**src/rtl/ling_pkg.sv**
```systemverilog
// Shared definitions for the Ling adder/subtractor family: default widths,
// configuration check and the pseudo-carry (h) builder.
package ling_pkg;

  localparam int N_DEF      = 64;
  localparam int K_DEF      = 16;
  localparam int LING_MAX_W = 64;

  function automatic bit cfg_ok(input int n, input int k);
    return (k > 0) && (k <= LING_MAX_W) && (n >= k) && ((n % k) == 0);
  endfunction

  // h[0] is the slice carry-in; h[i+1] = g[i] | p[i-1] & h[i] with p[-1] = 1,
  // so the true carry into bit i is h[i] & p[i-1].
  function automatic logic [LING_MAX_W:0] ling_h(input logic [LING_MAX_W-1:0] p,
                                                 input logic [LING_MAX_W-1:0] g,
                                                 input logic                  cin);
    logic [LING_MAX_W:0] h;
    logic                pm;
    h[0] = cin;
    pm   = 1'b1;
    for (int i = 0; i < LING_MAX_W; i++) begin
      h[i+1] = g[i] | (pm & h[i]);
      pm     = p[i];
    end
    return h;
  endfunction

endpackage

```
**src/rtl/ling_sub_slice.sv**
```systemverilog
// Combinational K-bit Ling slice computing a + ~b + cin, with carry-out and
// the signed-overflow flag for the slice's top bit.
module ling_sub_slice
  import ling_pkg::*;
#(
  parameter int K = K_DEF
) (
  input  logic [K-1:0] a,
  input  logic [K-1:0] b,
  input  logic         cin,
  output logic [K-1:0] diff,
  output logic         cout,
  output logic         sign_ovf
);

  logic [K-1:0]          bn, p, g, c;
  logic [LING_MAX_W-1:0] pw, gw;
  logic [LING_MAX_W:0]   h;

  assign bn = ~b;
  assign p  = a | bn;
  assign g  = a & bn;

  always_comb begin
    pw        = '0;
    gw        = '0;
    pw[K-1:0] = p;
    gw[K-1:0] = g;
  end

  assign h = ling_h(pw, gw, cin);

  always_comb begin
    c    = '0;
    c[0] = h[0];
    for (int i = 1; i < K; i++) begin
      c[i] = h[i] & p[i-1];
    end
  end

  assign diff     = p ^ g ^ c;
  assign cout     = h[K] & p[K-1];
  assign sign_ovf = (a[K-1] ^ b[K-1]) & (diff[K-1] ^ a[K-1]);

  if (K < LING_MAX_W) begin : g_pad
    logic unused_h;
    assign unused_h = ^h[LING_MAX_W:K+1];
  end

endmodule

```
**src/rtl/ling_sub_pipe.sv**
```systemverilog
// Pipelined a - b - bin: one registered Ling slice per stage, operands skewed
// forward and finished result slices carried along; whole-pipe stall on back-pressure.
module ling_sub_pipe
  import ling_pkg::*;
#(
  parameter int N = N_DEF,
  parameter int K = K_DEF
) (
  input  logic         clk,
  input  logic         rst,
  input  logic         in_valid,
  output logic         in_ready,
  input  logic [N-1:0] in_a,
  input  logic [N-1:0] in_b,
  input  logic         in_bin,
  output logic         out_valid,
  input  logic         out_ready,
  output logic [N-1:0] out_diff,
  output logic         out_bout,
  output logic         out_ovf
);

  localparam int S = N / K;

  if (!cfg_ok(N, K)) begin : g_cfg_err
    $error("ling_sub_pipe: N must be a nonzero multiple of K and K <= %0d", LING_MAX_W);
  end

  logic adv;
  assign adv      = ~out_valid | out_ready;
  assign in_ready = adv;

  for (genvar j = 0; j < S; j++) begin : stg
    localparam int W_SRC = N - j * K;

    logic [W_SRC-1:0]     a_src, b_src;
    logic                 cin, vin, co, sovf;
    logic [K-1:0]         sd;
    logic [(j+1)*K-1:0]   res_nxt, res_p;
    logic                 carry_p;
    logic                 vld_p;

    // stage j inputs: operand slices not yet consumed, carry and valid from stage j-1
    if (j == 0) begin : g_src
      assign a_src   = in_a;
      assign b_src   = in_b;
      assign cin     = ~in_bin;
      assign vin     = in_valid;
      assign res_nxt = sd;
    end else begin : g_src
      assign a_src   = stg[j-1].g_skew.a_p;
      assign b_src   = stg[j-1].g_skew.b_p;
      assign cin     = stg[j-1].carry_p;
      assign vin     = stg[j-1].vld_p;
      assign res_nxt = {sd, stg[j-1].res_p};
    end

    ling_sub_slice #(.K(K)) u_slice (
      .a        (a_src[K-1:0]),
      .b        (b_src[K-1:0]),
      .cin      (cin),
      .diff     (sd),
      .cout     (co),
      .sign_ovf (sovf)
    );

    always_ff @(posedge clk or posedge rst) begin
      if (rst)      vld_p <= 1'b0;
      else if (adv) vld_p <= vin;
    end

    if (j < S - 1) begin : g_skew
      logic [W_SRC-K-1:0] a_p, b_p;
      always_ff @(posedge clk) begin
        if (adv) begin
          a_p <= a_src[W_SRC-1:K];
          b_p <= b_src[W_SRC-1:K];
        end
      end
    end

    // last stage drives the outputs, so its data is cleared by reset
    if (j == S - 1) begin : g_out
      logic ovf_p;
      always_ff @(posedge clk or posedge rst) begin
        if (rst) begin
          res_p   <= '0;
          carry_p <= 1'b1;
          ovf_p   <= 1'b0;
        end else if (adv) begin
          res_p   <= res_nxt;
          carry_p <= co;
          ovf_p   <= sovf;
        end
      end
    end else begin : g_mid
      logic unused_ovf;
      assign unused_ovf = sovf;
      always_ff @(posedge clk) begin
        if (adv) begin
          res_p   <= res_nxt;
          carry_p <= co;
        end
      end
    end
  end

  assign out_valid = stg[S-1].vld_p;
  assign out_diff  = stg[S-1].res_p;
  assign out_bout  = ~stg[S-1].carry_p;
  assign out_ovf   = stg[S-1].g_out.ovf_p;

endmodule

```
**config.mk**
```make
export PLATFORM = sky130hd
export DESIGN_NAME = ling_sub_pipe
export DESIGN_NICKNAME = d
export VERILOG_FILES = /design/src/rtl/ling_pkg.sv /design/src/rtl/ling_sub_slice.sv /design/src/rtl/ling_sub_pipe.sv
export SDC_FILE = /design/constraint.sdc
export NUM_CORES = 1
export LEC_CHECK = 0
export ABC_AREA = 1
export BUFFER_PORTS_ARGS = -buffer_cell sky130_fd_sc_hd__clkbuf_2
export CORE_ASPECT_RATIO = 0.8
export CORE_MARGIN = 2
export CORE_UTILIZATION = 25
export DETAILED_ROUTE_END_ITERATION = 7
export PLACE_DENSITY = 0.51
export SLEW_MARGIN = 20
export SYNTH_ARGS = -nofsm -noshare
export SYNTH_HDL_FRONTEND = slang
export SYNTH_SLANG_ARGS = --single-unit
```
**constraint.sdc**
```tcl
create_clock -name clk -period 17 [get_ports clk]
set_clock_uncertainty 0.1 [all_clocks]
set_input_delay 0.85 -clock clk [delete_from_list [all_inputs] [get_ports clk]]
set_output_delay 0.85 -clock clk [all_outputs]
set_load 0.1 [all_outputs]
```
==> results of run 1 <==
[worst min-delay path by stage]
stage,cells past startpoint,endpoint
3_5_place_dp,0,stg[1].g_skew.b_p[28]
4_1_cts,2,out_diff[46]
5_1_grt,2,out_diff[46]
2_1_floorplan,0,stg[1].g_skew.a_p[0]
3_3_place_gp,0,stg[2].res_p[16]
6_report,2,out_diff[20]
[per-stage QoR]
| step | worst slack, ps | cells |
|---|---|---|
| floorplan | 9738 | 756 |
| global placement | 9146 | 1632 |
| detailed placement | 9098 | 1632 |
| CTS | 9493 | 1708 |
| global route | 9248 | 1709 |
| finish | 9523 | 1709 |
[logic make-up (layout without fill, tap and decap cells)]
logic type	after synthesis	in the layout	synth area share [%]
XOR/XNOR	1	1	0.06690
flip-flops	361	361	80.12
adder cells (fa/ha/maj)	65	65	9.881
AND/OR/NAND/NOR	170	170	4.931
AO/OA/AOI/OAI	20	20	0.7645
buffers and inverters	139	407	4.233
other	0	1	0
[layout make-up]
type | count | share of cell area [%]
clock buffers | 50 | 6.742
repair buffers | 206 | 6.397
well taps | 684 | 5.234
clock inverters | 26 | 1.990
diodes | 1 | 0.01530
multi-input cells | 256 | 12.53
flip-flops and latches | 361 | 64.16
inverters | 125 | 2.931
[sequential cells by signal, indices dropped and copies added (netlist names)]
| signal | flops |
|---|---|
| out_valid | 1 |
| stg.res_p | 96 |
| stg.vld_p | 3 |
| stg.g_skew.b_p | 96 |
| out_diff | 64 |
| stg.g_skew.a_p | 96 |
| stg.carry_p | 4 |
| out_ovf | 1 |
[worst max-delay path: stages (launching register included)]
cell,delay [ps]
edfxtp_1,320
inv_1,50
fa_1,440
fa_1,410
fa_1,410
fa_1,390
fa_1,390
fa_1,420
fa_1,450
fa_1,410
fa_1,390
fa_1,400
fa_1,410
fa_1,390
fa_1,390
fa_1,450
fa_1,420
fa_1,480
xnor2_1,140
nand2_1,60
nand2_1,40
[layer usage]
metal	vias to the layer above	track usage [%]	wire length (microns)
met2	145	14.31	11300
met4	0	4.043	772
met5	-	0	0
li1	2964	-	-
met3	51	2.438	1372
met1	3060	11.43	10320
[synthesized netlist by cell type, drive strengths merged]
master    n  share of area (%)
edfxtp  291                 67
nand2   168                4.8
inv     125                3.6
dfrtp    69                 13
fa       64                9.8
o21ai    20               0.76
buf      13               0.62
nor2      2               0.11
clkbuf    1              0.029
dfstp     1               0.20
ha        1              0.096
xnor2     1              0.067
==> out/summary.txt, run 1 <==
DRT
-------------------------------------------------------------------------------------
Overall via count from detail_route                                              6220
Number of nets still failing antenna checks after routing                           0
Per-cell via count in the routed design                                         3.640
Number of remaining DRC errors                                                      0
Starting DRC count in detailed routing                                            316
Detailed Route WL                                                            23.76 mm
Routed length per instance                                               13.90 microns
Pre-antenna DRT Iters                                                               4

STA
-------------------------------------------------------------------------------------
Max-slew violation count                                                            0
Setup TNS after final layout                                                     0 ps
Final Hold Slack                                                             246.4 ps
Final hold vios                                                                     0
Worst slew pin tran                                                           1019 ps
Shortest clock period the worst path allows after layout                      7477 ps
Number of setup violations in the final report                                      0
Post-route clock period utilization                                            43.98%
FMAX                                                                       0.1337 GHz
Worst max-slew margin expressed relative to the limit                          32.06%
Setup repair after global routing missed its margin                                no

CLOCKING
-------------------------------------------------------------------------------------
TritonCTS buffer count                                                             41
Clock-pin slew of the registers on the worst-case setup and hold paths          60 ps
Root buffer cell                                                            clkbuf_16
Clock tree from TritonCTS                                                        done
Total number of clock tree sinks                                                  361
Post-cts resize count                                                               0
Longest Clk Path Bufs                                                               3
Number of hold buffers added after CTS                                              0
Clock insertion delay at the later pin of the skew report                      550 ps
Post-CTS Repair Setup Buffers                                                       0
Max H-tree Level                                                                    2

GRT
-------------------------------------------------------------------------------------
Vias in the first global route                                                   6682
Aggregate global-route resource usage                                          8.986%
Pin count of the biggest net entering global routing                               85
Grt total ovfl                                                                      0
First-pass GRT wire length                                                   37.08 mm
Initial antenna violation count                                                     1

LOGIC SYNTHESIS
-------------------------------------------------------------------------------------
Mapped Area                                                              0.01309 sq mm
Portion of the post-synthesis area used by sequential elements                 80.12%
Synth Register Bits                                                               361
Syn nets                                                                          954
Count of unique library cells instantiated by Yosys                                16
Post-Synthesis Mean Instance Area                                         17.32 sq um
Synthesis Warnings                                                                  0
Gate count of the mapped netlist                                                  756

FINAL LAYOUT
-------------------------------------------------------------------------------------
Fraction of the core area covered by cells at the end of the flow              31.82%
Synth-to-Final Area Change                                                     24.87%
Final nets                                                                       1189
Ratio of cells with drive above 1 in the final layout                          26.76%
Storage element area                                                     0.01049 sq mm
Filler cell count                                                                5051
Commonest non-fill, non-tap cell in the layout                               edfxtp_1
Summed area of non-filler cells in the final layout                      0.01635 sq mm
Most frequent cells in the layout                                        edfxtp_1 (291), clkbuf_2 (200), nand2_1 (168)
Area used by multi-input combinational logic                             0.002048 sq mm

CRITICAL PATH
-------------------------------------------------------------------------------------
Cell count of the worst reg-to-reg path                                            20
Worst reg2reg endpoint                                                        out_ovf
Start point of the critical path                                         stg[2].carry_p
Worst setup path endpoint                                                     out_ovf
Startpoint class of the critical path                                       flip-flop
Worst-case register-to-register setup slack                                   9520 ps
Type of the setup path with the least slack                                   reg2reg
Arrival time reported for the critical path endpoint                          7810 ps
Max Fanout on Critical Path                                                         2
Nature of the critical path endpoint                                        flip-flop
Required time worst endpoint                                                 17340 ps
Launch point of the worst reg-to-reg path                                stg[2].carry_p

DIE
-------------------------------------------------------------------------------------
Number of placement rows                                                           74
Full die area                                                            0.05423 sq mm
Num ports                                                                         201
Floorplan die height                                                     208.7 microns
Die outline width                                                        259.9 microns
Initial core utilization                                                       25.48%
Core area                                                                0.05139 sq mm

OUTCOME
-------------------------------------------------------------------------------------
Run status                                                               complete, no violations

RUN
-------------------------------------------------------------------------------------
Max Cap Violations                                                                  0

WORST HOLD PATH
-------------------------------------------------------------------------------------
Tightest Hold Check Type                                                     in2async

PLACED DESIGN
-------------------------------------------------------------------------------------
Placed wire-length estimate after detailed placement                         15.59 mm
Post-detailed-placement cell area                                        0.01492 sq mm
Routability cong.                                                              0.7376
Number of buffer cells added on primary ports                                     200

Power of run 1 is left out: the tool's default activity adds up to more than one toggle a clock period on the data nets, which glitch-free logic cannot reach.
==> run 2: changes to the inputs <==
ABC_AREA = 0   (was 1)
PLACE_DENSITY = 0.52   (was 0.51)
clock period = 6.2 ns   (was 17 ns; I/O delays follow)
==> run 2 against run 1 <==
  * The flow now finishes with violations (negative setup slack)
  * Fmax rose by 11%
  * Final cell count fell by 0.18%
  * Count of clock-buffer cells in the layout did not move
  * Synthesized cell count fell by 14%
  * Non-clock buffer count rose by 97
  * Sequential cell count did not move
  * First-iteration DRC count rose by 32%
  * Wire length rose by 1.3%
  * Sequential share of layout area fell by 4.9 points
  * Synthesized area rose by 2.4%
  * Register-to-register slack got worse by 10000 ps
  * Cell area rose by 8.3%
==> out/summary.txt, run 2 <==
GRT
-------------------------------------------------------------------------------------
Pin count of the biggest net entering global routing                              132
Vias in the first global route                                                   6723
First-pass GRT wire length                                                   37.32 mm
Initial antenna violation count                                                     2
Aggregate global-route resource usage                                          8.719%
Grt total ovfl                                                                      0

DRT
-------------------------------------------------------------------------------------
Overall via count from detail_route                                              6270
Detailed Route WL                                                            24.06 mm
Starting DRC count in detailed routing                                            416
Routed length per instance                                               14.10 microns
Per-cell via count in the routed design                                         3.675
Pre-antenna DRT Iters                                                               4
Number of remaining DRC errors                                                      0
Number of nets still failing antenna checks after routing                           0

CRITICAL PATH
-------------------------------------------------------------------------------------
List of cells traversed by the critical path                             inv_2 -> fa_2 -> fa_2 -> fa_2 -> fa_2 -> fa_2 -> fa_2 -> fa_2 -> fa_2 -> fa_2 -> fa_2 -> fa_2 -> fa_2 -> fa_2 -> fa_2 -> fa_2 -> fa_2 -> xnor2_1 -> a31o_2
Type of the setup path with the least slack                                   reg2reg
Worst path top cell family by delay                                       adder cells
Arrival time reported for the critical path endpoint                          7060 ps
Required time worst endpoint                                                  6530 ps
Count of cell instances traversed by the critical path                             19
Nature of the critical path endpoint                                        flip-flop
Buffer and inverter count on the worst path                                         1
Max Fanout on Critical Path                                                         2
Cell with the largest stage delay on the worst path                              fa_2
Cell count of the worst reg-to-reg path                                            19
Startpoint class of the critical path                                       flip-flop
Delay of the slowest cell on the worst path                                    560 ps
Most repeated library cell on the critical path                                  fa_2

WORST HOLD PATH
-------------------------------------------------------------------------------------
Tightest Hold Check Type                                                       in2reg
Worst Hold Depth                                                                    2

CLOCKING
-------------------------------------------------------------------------------------
Clock insertion delay at the later pin of the skew report                      540 ps
Longest Clk Path Bufs                                                               3
TritonCTS buffer count                                                             40
Root buffer cell                                                            clkbuf_16
Clock tree from TritonCTS                                                        done
Clock-pin slew of the registers on the worst-case setup and hold paths          60 ps
Max H-tree Level                                                                    2
Total number of clock tree sinks                                                  361

LOGIC SYNTHESIS
-------------------------------------------------------------------------------------
Synth Register Bits                                                               361
Number of synthesized flops with an enable pin                                    291
Cell taking the most area after synthesis                                    edfxtp_1
Most numerous cell in the Yosys netlist                                      edfxtp_1
Synthesis Warnings                                                                  0
Syn nets                                                                          846
Mapped Area                                                              0.01340 sq mm
Count of unique library cells instantiated by Yosys                                20
Gate count of the mapped netlist                                                  648
Most instantiated cells after synthesis                                  edfxtp_1 (291), inv_1 (122), dfrtp_1 (69)
Most instantiated flip-flop cell in the synthesis netlist                    edfxtp_1
Post-synth top area share                                                      65.19%
Share of flip-flops with an asynchronous set or reset                          19.39%
Portion of the post-synthesis area used by sequential elements                 78.27%
Post-Synthesis Mean Instance Area                                         20.69 sq um
Largest cells by area after synthesis                                    edfxtp_1 (65%), dfrtp_1 (13%), fa_1 (9.6%)

FINAL LAYOUT
-------------------------------------------------------------------------------------
Final nets                                                                       1180
Commonest non-fill, non-tap cell in the layout                               edfxtp_1
Most frequent cells in the layout                                        edfxtp_1 (291), clkbuf_2 (200), inv_1 (113)
Ratio of cells with drive above 1 in the final layout                          38.80%
Summed area of non-filler cells in the final layout                      0.01771 sq mm
Fraction of the core area covered by cells at the end of the flow              33.58%
Synth-to-Final Area Change                                                     32.11%
Final Non-Filler Cells                                                           1706
Storage element area                                                     0.01049 sq mm
Top flop regs                                                            stg.g_skew.a_p x96, stg.g_skew.b_p x96, stg.res_p x96
Filler cell count                                                                5079
Count of inserted antenna diode cells                                               0
Area used by multi-input combinational logic                             0.002469 sq mm

OUTCOME
-------------------------------------------------------------------------------------
Run status                                                               finished, violations left
Violated checks                                                          negative setup slack

STA
-------------------------------------------------------------------------------------
Final hold vios                                                                     0
Shortest clock period the worst path allows after layout                      6727 ps
FMAX                                                                       0.1486 GHz
Final setup slack of the worst path                                         -527.4 ps
Final Hold Slack                                                             57.08 ps
Setup repair after global routing missed its margin                               yes
Max-slew violation count                                                            0
Number of setup violations in the final report                                      9
Worst slew pin tran                                                          794.8 ps
Worst max-slew margin expressed relative to the limit                          47.01%
Post-route clock period utilization                                            108.5%

PLACED DESIGN
-------------------------------------------------------------------------------------
Routability cong.                                                              0.6961
Placed wire-length estimate after detailed placement                         15.03 mm
Post-detailed-placement cell area                                        0.01533 sq mm
Cell count after placement                                                       1534
Number of buffer cells added on primary ports                                     200

PWR
-------------------------------------------------------------------------------------
IR Drop Worst-Case VDD                                                      0.2781 mV
Cell leakage power                                                        0.007256 uW
Total power per unit cell area                                           553.6 mW/mm^2

DIE
-------------------------------------------------------------------------------------
Full die area                                                            0.05550 sq mm
Initial core utilization                                                       25.42%
Number of placement rows                                                           75
Floorplan die height                                                     211.1 microns
Num ports                                                                         201
Die outline width                                                        262.9 microns
Core area                                                                0.05274 sq mm

RUN
-------------------------------------------------------------------------------------
Max Cap Violations                                                                  0

==> run 2: changes by cell type in the layout (fill, tap and decap cells not counted), moves of 3 or more <==
cell and change:
buf_4 -3, nand2_1 -168, inv_2 +8, clkbuf_8 +3, a21oi_1 +14, nor3b_1 +16
mux2_4 +49, dlygate4sd3_1 +98, inv_1 -10, fa_1 -61, o21ai_0 -20, fa_2 +61
==> run 2: logic make-up (layout without fill, tap and decap cells) <==
kind of cell    after synthesis  count (layout)  share of synthesized area (%)
compound gates               17              17                         0.6628
xor+xnor                      1               1                        0.06535
fa+ha+maj                    65              65                          9.652
buf+inv                     133             498                          4.509
flops                       361             361                          78.27
mux                          52              52                          5.731
simple gates                 19              19                          1.111
==> run 2: final cells by class <==
| type | count | area share [%] |
|---|---|---|
| multi-input combinational | 154 | 13.94 |
| clock buffer | 50 | 6.274 |
| clock inverter | 23 | 1.498 |
| sequential | 361 | 59.25 |
| inverter | 122 | 2.600 |
| tap | 693 | 4.896 |
| timing repair buffer | 303 | 11.55 |
==> run 2: repair_timing <==
action,4_1_cts,5_1_grt
hold buffers,98,0
gates resized for setup,5,7
pin swaps,1,0
hold endpoints to repair,121,0
endpoints found under the setup margin,9,10
buffers inserted,1,0
==> run 2: power breakdown <==
part           switching (uW)  total [uW]  internal [uW]  leakage (uW)
Clock                     970        2460           1490      0.000673
Combinational            2470        3320            855       0.00285
Sequential                343        4020           3680       0.00373
==> run 2: metrics by stage <==
stage / setup TNS, ps / power (uW) / setup slack, ps
2_1_floorplan: -835.9 / 6685 / -381.5
3_3_place_gp: -2588 / 7320 / -529.5
3_5_place_dp: -3148 / 7382 / -603.3
4_1_cts: -2874 / 9977 / -539.8
5_1_grt: -3995 / 10330 / -681.8
6_report: -2485 / 9803 / -527.4
==> run 2: path summary, 6_finish.rpt <==
| check | startpoint | slack, ps | to |
|---|---|---|---|
| setup / recovery | stg[2].carry_p | -530 | out_ovf |
| hold / removal | in_a[0] | 60 | stg[0].res_p[0] |
| setup reg to reg | stg[2].carry_p | -530 | out_ovf |
| hold reg to reg | stg[0].g_skew.b_p[28] | 310 | stg[1].g_skew.b_p[12] |
| max in group asynchronous | rst | 4740 | out_diff[50] |
| min in group asynchronous | rst | 200 | out_diff[16] |
==> run 2: metal layers <==
metal	wire, microns	part of all wire, %	track usage (%)	up-vias
met5	25	0.10	0	-
met1	9955	41	10.70	3167
met4	681	2.8	3.862	4
met3	1651	6.9	3.218	51
met2	11750	49	13.81	135
li1	-	-	-	2913
(Power assumes the default switching activity.)
==> run 3: changes to the inputs <==
--- a/config.mk
+++ b/config.mk
@@ -13,2 +13,3 @@
 export DETAILED_ROUTE_END_ITERATION = 7
+export GPL_TIMING_DRIVEN = 0
 export PLACE_DENSITY = 0.52
==> constraint.sdc (replaced) <==
create_clock -name clk -period 6.2 [get_ports clk]
set_clock_uncertainty 0.1 [all_clocks]
set_input_delay 1.24 -clock clk [delete_from_list [all_inputs] [get_ports clk]]
set_output_delay 1.24 -clock clk [all_outputs]
set_load 0.1 [all_outputs]
==> run 3 against run 2 <==
  * The run still ends with negative setup slack left
  * Wire length fell by 3.4%
  * Final cell count is 5.3% lower
  * Worst setup slack lost 390 ps
  * Register-to-register slack got worse by 130 ps
  * Sequential share of layout area up 3.2 points
  * Sequential power about the same
  * Core utilization down 1.7 points
  * Clock power fell by 11%
==> out/summary.txt, run 3 (synthesis gave the netlist of run 2 again) <==
CRITICAL PATH
-------------------------------------------------------------------------------------
Buffer and inverter count on the worst path                                         4
Nature of the critical path endpoint                                        flip-flop
List of cells traversed by the critical path                             clkbuf_16 -> inv_12 -> fa_2 -> inv_2 -> fa_2 -> fa_2 -> fa_2 -> fa_2 -> fa_2 -> fa_2 -> fa_2 -> fa_2 -> fa_2 -> fa_2 -> fa_2 -> fa_2 -> fa_2 -> fa_2 -> fa_2 -> inv_1
Worst path top cell family by delay                                       adder cells
Launch point of the worst reg-to-reg path                                stg[1].carry_p
Delay of the slowest cell on the worst path                                    540 ps
Start point of the critical path                                              in_b[0]
Type of the setup path with the least slack                                    in2reg
Arrival time reported for the critical path endpoint                          7320 ps
Worst setup path endpoint                                                stg[0].res_p[15]
Most repeated library cell on the critical path                                  fa_2
Max Fanout on Critical Path                                                         1
Count of cell instances traversed by the critical path                             20
Startpoint class of the critical path                                    primary input
Worst reg2reg endpoint                                                   stg[2].res_p[47]
Worst-case register-to-register setup slack                                   -660 ps
Cell with the largest stage delay on the worst path                              fa_2
Cell count of the worst reg-to-reg path                                            18
Required time worst endpoint                                                  6400 ps

PWR
-------------------------------------------------------------------------------------
Psw                                                                           3744 uW
IR Drop Worst-Case VDD                                                      0.2342 mV
Switching portion of total power                                               39.20%
Total power per unit cell area                                           568.9 mW/mm^2
Clock share of power                                                            22.9%
Int Pwr                                                                       5806 uW
Reg power frac                                                                  41.8%
Cell leakage power                                                        0.006844 uW
Part of the total power dissipated in combinational logic                       35.3%
Sum of internal, switching and leakage power                                  9550 uW

CLOCKING
-------------------------------------------------------------------------------------
Root buffer cell                                                            clkbuf_16
Number of hold buffers added after CTS                                              0
Total number of clock tree sinks                                                  361
Longest Clk Path Bufs                                                               3
TritonCTS buffer count                                                             38
Clock-pin slew of the registers on the worst-case setup and hold paths          60 ps
Clock tree from TritonCTS                                                        done
Max H-tree Level                                                                    2
Clock insertion delay at the later pin of the skew report                      540 ps

STA
-------------------------------------------------------------------------------------
Final hold vios                                                                     0
Number of setup violations in the final report                                     13
FMAX                                                                       0.1405 GHz
Post-route clock period utilization                                            114.8%
Final Hold Slack                                                             309.0 ps
Shortest clock period the worst path allows after layout                      7118 ps
Worst max-slew margin expressed relative to the limit                          59.92%
Final setup slack of the worst path                                         -918.3 ps
Worst slew pin tran                                                          603.8 ps
Max-slew violation count                                                            0
Setup repair after global routing missed its margin                               yes

OUTCOME
-------------------------------------------------------------------------------------
Violated checks                                                          negative setup slack
Run status                                                               finished, violations left

FINAL LAYOUT
-------------------------------------------------------------------------------------
Final Non-Filler Cells                                                           1615
Synth-to-Final Area Change                                                     25.24%
Most frequent cells in the layout                                        edfxtp_1 (291), clkbuf_2 (198), inv_1 (109)
Filler cell count                                                                5118
Top flop regs                                                            stg.g_skew.a_p x96, stg.g_skew.b_p x96, stg.res_p x96
Commonest non-fill, non-tap cell in the layout                               edfxtp_1
Ratio of cells with drive above 1 in the final layout                          42.78%
Final nets                                                                       1090

DRT
-------------------------------------------------------------------------------------
Overall via count from detail_route                                              5866
Starting DRC count in detailed routing                                            366
Detailed Route WL                                                            23.24 mm
Routed length per instance                                               14.39 microns
Per-cell via count in the routed design                                         3.632
Number of nets still failing antenna checks after routing                           0
Pre-antenna DRT Iters                                                               4
Number of remaining DRC errors                                                      0

GRT
-------------------------------------------------------------------------------------
Aggregate global-route resource usage                                          8.520%
Grt total ovfl                                                                      0
Vias in the first global route                                                   6346
Met3 layer usage reported by global route                                      3.661%
Pin count of the biggest net entering global routing                              103
Met2 track utilization from global routing                                     12.91%
Routing usage on met1                                                          10.83%
Busiest layer in global routing                                                  met2
Initial antenna violation count                                                     1
First-pass GRT wire length                                                   36.06 mm

PLACED DESIGN
-------------------------------------------------------------------------------------
Worst slack, placed                                                          -1569 ps
Placed wire-length estimate after detailed placement                         15.72 mm
Number of buffer cells added on primary ports                                     199
Cell count after placement                                                       1544
Routability cong.                                                              0.6859

DIE
-------------------------------------------------------------------------------------
Full die area                                                            0.05550 sq mm
Floorplan die height                                                     211.1 microns
Core area                                                                0.05274 sq mm
Number of placement rows                                                           75
Num ports                                                                         201
Die outline width                                                        262.9 microns
Initial core utilization                                                       25.42%

WORST HOLD PATH
-------------------------------------------------------------------------------------
Worst Hold Depth                                                                    0
Tightest Hold Check Type                                                      reg2reg

RUN
-------------------------------------------------------------------------------------
Max Cap Violations                                                                  0

[run 3: cell types whose count changed in the layout (fill, tap and decap cells not counted), moves of 4 or more]
cell	change
clkbuf_1	+9
buf_16	+4
dlygate4sd3_1	-98
inv_1	-4
[run 3: metrics by stage]
stage	area (sq um)	setup TNS [ps]	utilization, %
floorplan	13570	-3266	-
global placement	15430	-8691	29.26
detailed placement	15550	-9684	29.48
CTS	16780	-6386	31.82
global route	16780	-7577	31.83
finish	16790	-5586	31.83
[run 3: worst reg2reg max path, cell delays in order (launching register included)]
cell	delay (ps)
edfxtp_1	360
inv_2	50
fa_2	390
fa_2	370
fa_2	360
fa_2	350
fa_2	370
fa_2	360
fa_2	350
fa_2	440
fa_2	380
fa_2	370
fa_2	360
fa_2	350
fa_2	370
fa_2	350
fa_2	370
fa_2	530
inv_1	40
[run 3: worst min path at each step]
| stage | startpoint | end | slack, ps |
|---|---|---|---|
| 6_report | stg[0].g_skew.b_p[45] | stg[1].g_skew.b_p[29] | 310 |
| 2_1_floorplan | stg[0].g_skew.a_p[16] | stg[1].g_skew.a_p[0] | 300 |
| 3_5_place_dp | stg[0].g_skew.a_p[32] | stg[1].g_skew.a_p[16] | 300 |
| 4_1_cts | stg[0].g_skew.b_p[45] | stg[1].g_skew.b_p[29] | 310 |
| 3_3_place_gp | stg[1].res_p[28] | stg[2].res_p[28] | 300 |
| 5_1_grt | stg[0].g_skew.a_p[35] | stg[1].g_skew.a_p[19] | 320 |
[run 3: power groups by stage]
stage	clock network, uW	logic, uW	registers [uW]
5_1_grt	2380	3610	4090
3_3_place_gp	0	3330	4070
4_1_cts	2280	3430	4020
3_5_place_dp	0	3410	4060
6_report	2180	3370	4000
2_1_floorplan	0	1110	5580
[run 3: layout make-up]
class | count | area, sq um | share of cell area (%)
inverter | 122 | 475.5 | 2.832
antenna | 1 | 2.502 | 0.01491
tap | 693 | 867.1 | 5.165
sequential | 361 | 10490 | 62.50
timing repair buffer | 204 | 1137 | 6.775
multi-input combinational | 154 | 2476 | 14.75
clock inverter | 17 | 152.6 | 0.9093
buffer | 11 | 150.1 | 0.8944
clock buffer | 52 | 1035 | 6.164
[run 3: routing by layer]
metal	wire length [microns]	part of all wire, %	vias up
met4	551	2.4	0
li1	-	-	2733
met1	10170	44	2957
met3	1905	8.2	43
met2	10610	46	133
met5	0	0	-
[run 3: what timing repair did]
item / CTS / global route
resized for setup: 13 / 6
pin swaps: 1 / 0
buffers inserted: 1 / 0
setup endpoints to repair: 15 / 15
